`config.mk`:
```
export PLATFORM = sky130hd
export DESIGN_NAME = instr_fetch_flat
export DESIGN_NICKNAME = d
export VERILOG_FILES = /design/src/rtl/instr_fetch_if.sv /design/src/rtl/instr_fetch.sv /design/src/flat_wrapper.sv
export SDC_FILE = /design/constraint.sdc
export NUM_CORES = 1
export LEC_CHECK = 0
export CAP_MARGIN = 30
export CORE_UTILIZATION = 40
export DETAILED_ROUTE_END_ITERATION = 8
export PLACE_DENSITY = 0.78
export REMOVE_ABC_BUFFERS = 1
export SLEW_MARGIN = 20
export SYNTH_ARGS = -nofsm -noshare
export SYNTH_HDL_FRONTEND = slang
export SYNTH_SLANG_ARGS = --single-unit
```
`constraint.sdc`:
```
create_clock -name clk -period 2.1 [get_ports clk]
set_input_delay 0.42 -clock clk [delete_from_list [all_inputs] [get_ports clk]]
set_output_delay 0.42 -clock clk [all_outputs]
set_load 0.005 [all_outputs]
```
`src/rtl/instr_fetch_if.sv`:
```
// Instruction memory read bus between instr_fetch and the instruction store.
//
// Signals:
//   mem_req    fetch -> mem  read request
//   mem_addr   fetch -> mem  word address (ADDR-1 bits)
//   mem_rdata  mem -> fetch  read data
//   mem_valid  mem -> fetch  mem_rdata is valid for the current mem_addr
//
// Modports: master (instr_fetch side), slave (memory side).
interface instr_fetch_if #(
  parameter int unsigned WIDTH = 32,
  parameter int unsigned ADDR  = 16
);
  logic             mem_req;
  logic [ADDR-2:0]  mem_addr;
  logic [WIDTH-1:0] mem_rdata;
  logic             mem_valid;

  modport master (
    output mem_req,
    output mem_addr,
    input  mem_rdata,
    input  mem_valid
  );

  modport slave (
    input  mem_req,
    input  mem_addr,
    output mem_rdata,
    output mem_valid
  );
endinterface

```
`src/rtl/instr_fetch.sv`:
```
// Instruction fetch unit for a mixed short/long instruction stream.
//
// A memory word is either one long instruction (bit WIDTH-1 set) or a pair of
// short instructions (high half first, then low half). The unit fetches a word,
// then presents it to the decoder once (long) or twice (short pair), tracking a
// half-word program counter. A jump redirects to any half-word address.
//
// Ports:
//   clk, rst_n        clock, asynchronous active-low reset
//   stall             downstream hold; nothing is presented while high
//   jump_en/jump_addr one-cycle redirect to a half-word address
//   mem               instruction memory bus (instr_fetch_if.master)
//   dec_en            one-cycle decoder enable per presented instruction
//   long_instr        fetched word presented to the decoder
//   instr_choose      0 = high half, 1 = low half of a short pair
//   pc                half-word address of the presented instruction
//
// Configuration: define INSTR_PREFETCH_EN to add a one-word prefetch buffer
// that requests the next sequential word while the current one is issuing, so
// sequential words are handed over with no FETCH bubble.
module instr_fetch #(
  parameter int unsigned      WIDTH    = 32,
  parameter int unsigned      ADDR     = 16,
  parameter logic [ADDR-1:0]  RESET_PC = '0
) (
  input  logic              clk,
  input  logic              rst_n,
  input  logic              stall,
  input  logic              jump_en,
  input  logic [ADDR-1:0]   jump_addr,
  instr_fetch_if.master     mem,
  output logic              dec_en,
  output logic [WIDTH-1:0]  long_instr,
  output logic              instr_choose,
  output logic [ADDR-1:0]   pc
);

  typedef enum logic [1:0] {
    StFetch,
    StIssueHi,
    StIssueLo,
    StIssueLong
  } state_e;

  localparam logic [ADDR-2:0] WordInc = {{(ADDR-2){1'b0}}, 1'b1};

  state_e           state_q;
  logic [ADDR-1:0]  pc_q;
  logic [WIDTH-1:0] instr_q;

  logic [ADDR-2:0]  word;
  logic [ADDR-2:0]  next_word;
  logic             leaving_word;
  logic             next_avail;
  logic [WIDTH-1:0] next_data;

  // Sequential word address wraps naturally in ADDR-1 bits.
  assign word      = pc_q[ADDR-1:1];
  assign next_word = word + WordInc;

  // Jump overrides any issue in the same cycle.
  assign dec_en       = (state_q != StFetch) && !stall && !jump_en;
  assign instr_choose = (state_q == StIssueLo);
  assign leaving_word = dec_en && ((state_q == StIssueLo) || (state_q == StIssueLong));

  assign long_instr = instr_q;
  assign pc         = pc_q;

  function automatic state_e entry_state(logic [WIDTH-1:0] w, logic half_lo);
    if (w[WIDTH-1]) begin
      return StIssueLong;
    end else if (half_lo) begin
      return StIssueLo;
    end
    return StIssueHi;
  endfunction

`ifdef INSTR_PREFETCH_EN
  logic             buf_valid_q;
  logic [WIDTH-1:0] buf_data_q;
  logic             pf_req;
  logic             pf_hit;

  // Keep requesting the next word while issuing until it is buffered.
  assign pf_req     = (state_q != StFetch) && !buf_valid_q;
  assign pf_hit     = pf_req && mem.mem_valid;
  // A response arriving in the hand-over cycle is forwarded directly.
  assign next_avail = buf_valid_q || pf_hit;
  assign next_data  = buf_valid_q ? buf_data_q : mem.mem_rdata;

  assign mem.mem_req  = rst_n && ((state_q == StFetch) || pf_req);
  assign mem.mem_addr = (state_q == StFetch) ? word : next_word;

  always_ff @(posedge clk or negedge rst_n) begin
    if (!rst_n) begin
      buf_valid_q <= 1'b0;
      buf_data_q  <= '0;
    end else if (jump_en || leaving_word) begin
      buf_valid_q <= 1'b0;
    end else if (pf_hit) begin
      buf_valid_q <= 1'b1;
      buf_data_q  <= mem.mem_rdata;
    end
  end
`else
  assign next_avail = 1'b0;
  assign next_data  = '0;

  assign mem.mem_req  = rst_n && (state_q == StFetch);
  assign mem.mem_addr = word;
`endif

  always_ff @(posedge clk or negedge rst_n) begin
    if (!rst_n) begin
      state_q <= StFetch;
      pc_q    <= RESET_PC;
      instr_q <= '0;
    end else if (jump_en) begin
      // Any response in this cycle belongs to the abandoned stream.
      state_q <= StFetch;
      pc_q    <= jump_addr;
    end else begin
      unique case (state_q)
        StFetch: begin
          if (mem.mem_valid) begin
            instr_q <= mem.mem_rdata;
            state_q <= entry_state(mem.mem_rdata, pc_q[0]);
          end
        end
        StIssueHi: begin
          if (!stall) begin
            state_q <= StIssueLo;
            pc_q    <= {word, 1'b1};
          end
        end
        StIssueLo, StIssueLong: begin
          if (leaving_word) begin
            pc_q <= {next_word, 1'b0};
            if (next_avail) begin
              instr_q <= next_data;
              state_q <= entry_state(next_data, 1'b0);
            end else begin
              state_q <= StFetch;
            end
          end
        end
      endcase
    end
  end

endmodule

```
`src/flat_wrapper.sv`:
```
// flat-port wrapper written by rule: the top's interface ports become plain ports
module instr_fetch_flat 
#(
  parameter int unsigned      WIDTH    = 32,
  parameter int unsigned      ADDR     = 16,
  parameter logic [ADDR-1:0]  RESET_PC = '0
)
  (clk, rst_n, stall, jump_en, jump_addr, dec_en, long_instr, instr_choose, pc, mem_mem_req, mem_mem_addr, mem_mem_rdata, mem_mem_valid);
  instr_fetch_if #(.WIDTH(WIDTH), .ADDR(ADDR)) mem_i ();
  input  logic clk;
  input  logic rst_n;
  input  logic stall;
  input  logic jump_en;
  input  logic [ADDR-1:0] jump_addr;
  output logic dec_en;
  output logic [WIDTH-1:0] long_instr;
  output logic instr_choose;
  output logic [ADDR-1:0] pc;
  output wire logic [$bits(mem_i.mem_req)-1:0] mem_mem_req;
  output wire logic [$bits(mem_i.mem_addr)-1:0] mem_mem_addr;
  input wire logic [$bits(mem_i.mem_rdata)-1:0] mem_mem_rdata;
  input wire logic [$bits(mem_i.mem_valid)-1:0] mem_mem_valid;
  assign mem_mem_req = mem_i.mem_req;
  assign mem_mem_addr = mem_i.mem_addr;
  assign mem_i.mem_rdata = mem_mem_rdata;
  assign mem_i.mem_valid = mem_mem_valid;
  instr_fetch #(.WIDTH(WIDTH), .ADDR(ADDR), .RESET_PC(RESET_PC)) u_core (.clk(clk), .rst_n(rst_n), .stall(stall), .jump_en(jump_en), .jump_addr(jump_addr), .mem(mem_i), .dec_en(dec_en), .long_instr(long_instr), .instr_choose(instr_choose), .pc(pc));
endmodule
```
==> results_dict.tcl <==
set metrics [dict create \
    synthTopCellsByArea "dfrtp_1 (53%), mux2_2 (14%), buf_4 (4.8%)" \
    hpwl_um 4290 \
    setup_viol 0 \
    pre_cts_ws_ns -0.00605 \
    required_ns 1.68 \
    initial_core_util 0.422 \
    period_share 0.953 \
    nNetsFinal 360 \
    cts_buffers 5 \
    drtIter0Drc 59 \
    reg2reg_depth 3 \
    grt_max_degree 51 \
    syn_area_per_cell_um2 12.0 \
    port_buffers 118 \
    post_cts_buffers 0 \
    routed_wl_um 5660 \
    drt_pre_antenna_iters 4 \
    vdd_drop_max_uv 575 \
    tightest_slew_ns 0.637 \
    netlist-cell-type-count 30 \
    relSlewSlack 0.575 \
    slowest_stage "clkdlybuf4s50_1" \
    ios 119 \
    crit_buf_inv 1 \
    die_h_um 78.7 \
    viasPerCell 4.95 \
    grt.overflow.total 0 \
    die_w_um 78.7 \
    cp.depth 3 \
    clock_sinks 50 \
    grt_pass1_wl_um 9190 \
    power.density_nw_per_um2 772 \
    hp-class "in -> async" \
    critPathTopFamily "buffers and inverters" \
    wl_per_cell_um 14.9 \
    synth_area_leader_cell "dfrtp_1" \
    cts_tree "done" \
    die_area_um2 6200 \
    grt_setup_unrepaired "false" \
    syn2layout_area_growth_pct 54.7 \
    clock_path_buffers 2 \
    synth_edf_count 0 \
    drive_above_1_share 0.169 \
    htree_levels 2 \
    root_buffer "clkbuf_8" \
    antenna_found_initial 0 \
    ant_nets 0 \
    place_inst 371 \
    critPathMaxStageDelay_ns 0.50 \
    vias 1877 \
    track_usage 0.193 \
    yosysSeqAreaShare 0.531 \
    cp-start-kind "flip-flop" \
    cp.arrival_ns 1.58 \
    postSynthCellCount 197 \
    place_congestion 0.765 \
    std_cell_rows 27 \
    timing.fmax_mhz 500 \
    yosysMostFrequentCell "dfrtp_1" \
    instances_no_fill 379 \
    route.detailed.drc 0 \
    synth-seq-cells 50 \
    clock_skew_ns 0.00945 \
    critPathCaptureType "primary output" \
    cts.reportedPaths.clkPinSlew_ns 0.10 \
    cp_cell_sequence "nor2_2 -> and2_1 -> clkdlybuf4s50_1" \
    hold_ws_ns 0.260 \
    fin_util 0.654 \
    slew_viol_final 0 \
    path_class "reg -> out" \
    n_antenna_cell 0 \
    clk-insertion-delay-late_ns 0.30 \
    synth_area_um2 2350 \
    ys_warn_count 0 \
    synthFlopType "dfrtp_1" \
    core_um2 5570 \
    async_reset_ff_frac 1.00 \
    path_max_fanout 6 \
    finalHoldViolations 0 \
    grt_pass1_vias 1814 \
    power.leakage_nw 1.48 \
    worst_slack_ns 0.0995 \
    synth_common_cells "dfrtp_1 (50), mux2_2 (30), nand2_1 (19)" \
    cts.hold.buffers_added 0 \
    status "finished, final reports clean" \
    min_period_ns 2.00 \
    yosysTopAreaCellShare 0.531 \
    max-cap-violations 0 \
]
## worst reg2reg max path: stages (launching register included)
cell and delay (ns):
dfrtp_1 0.49, nand4_2 0.22, or4_4 0.58, o311ai_2 0.25
## final timing paths
check	slack [ns]	from	to
worst max-delay path	0.1	u_core.state_q[0]	mem_mem_req
worst min-delay path	0.26	rst_n	u_core.long_instr[12]
worst max register to register	0.47	u_core.pc[6]	u_core.pc[14]
worst min register to register	0.50	u_core.long_instr[20]	u_core.long_instr[20]
max in group asynchronous	1.38	rst_n	u_core.state_q[1]
min in group clk	0.50	u_core.long_instr[20]	u_core.long_instr[20]
## cells in the final DEF, fill, tap and decap left out, types with 4 or more instances in the layout
master	instances
clkdlybuf4s50_1	116
dfrtp_1	49
mux2_2	30
nand2_1	19
o21ai_0	12
xnor2_1	9
nor3_1	8
mux2i_1	7
clkbuf_8	6
buf_4	6
xor2_1	5
nand4_1	4
nor2_1	4
## cell type report
class | count | area (um^2)
Sequential cell | 50 | 1250
Fill cell | 447 | 1930
Timing Repair Buffer | 125 | 1240
Tap cell | 72 | 90.1
Inverter | 3 | 11.3
Clock inverter | 2 | 17.5
Clock buffer | 6 | 82.6
Multi-Input combinational cell | 121 | 946
## sequential cells by signal, summed over array words and instances, names as in the netlist
register and cells:
u_core.long_instr 32, u_core.state_q 2, u_core.pc 16
## per-layer routing
layer / vias to the layer above / part of all wire / global-route usage / routed length, um
met3: 10 / 0.040 / 0.0241 / 224
met2: 60 / 0.52 / 0.326 / 2920
met4: 0 / 0.025 / 0.100 / 143
li1: 891 / - / - / -
met1: 916 / 0.42 / 0.240 / 2380
met5: - / 0 / 0 / 0
## power by group
group / internal (W) / total [W] / leakage, nW / switching, W
Sequential: 0.00116 / 0.00130 / 0.594 / 0.000142
Combinational: 0.000648 / 0.000919 / 0.839 / 0.000272
Clock: 0.000272 / 0.000591 / 0.0514 / 0.000319
## cell families (layout without fill, tap and decap cells)
logic type / Yosys count / in the layout / synth area share
buffers and inverters: 26 / 136 / 0.0680
AND/OR/NAND/NOR: 52 / 52 / 0.121
flip-flops: 50 / 50 / 0.531
AO/OA/AOI/OAI: 15 / 15 / 0.0393
XOR/XNOR: 14 / 14 / 0.0521
multiplexers: 39 / 39 / 0.183
adder cells (fa/ha/maj): 1 / 1 / 0.00531
## stage by stage
stage	power [W]	instance area (um^2)	setup TNS (ns)
2_1_floorplan	0.00158	2210	-1.57
3_3_place_gp	0.00221	3540	0
3_5_place_dp	0.00225	3540	-0.0212
4_1_cts	0.00286	3640	0
5_1_grt	0.00297	3640	0
6_report	0.00281	3640	0
## what timing repair did
| action | 4_1_cts | 5_1_grt |
|---|---|---|
| resized for setup | 0 | 3 |
| endpoints found under the hold margin | 0 | 0 |
| setup endpoints to repair | 0 | 2 |
Power figures use the tool's default switching activity.
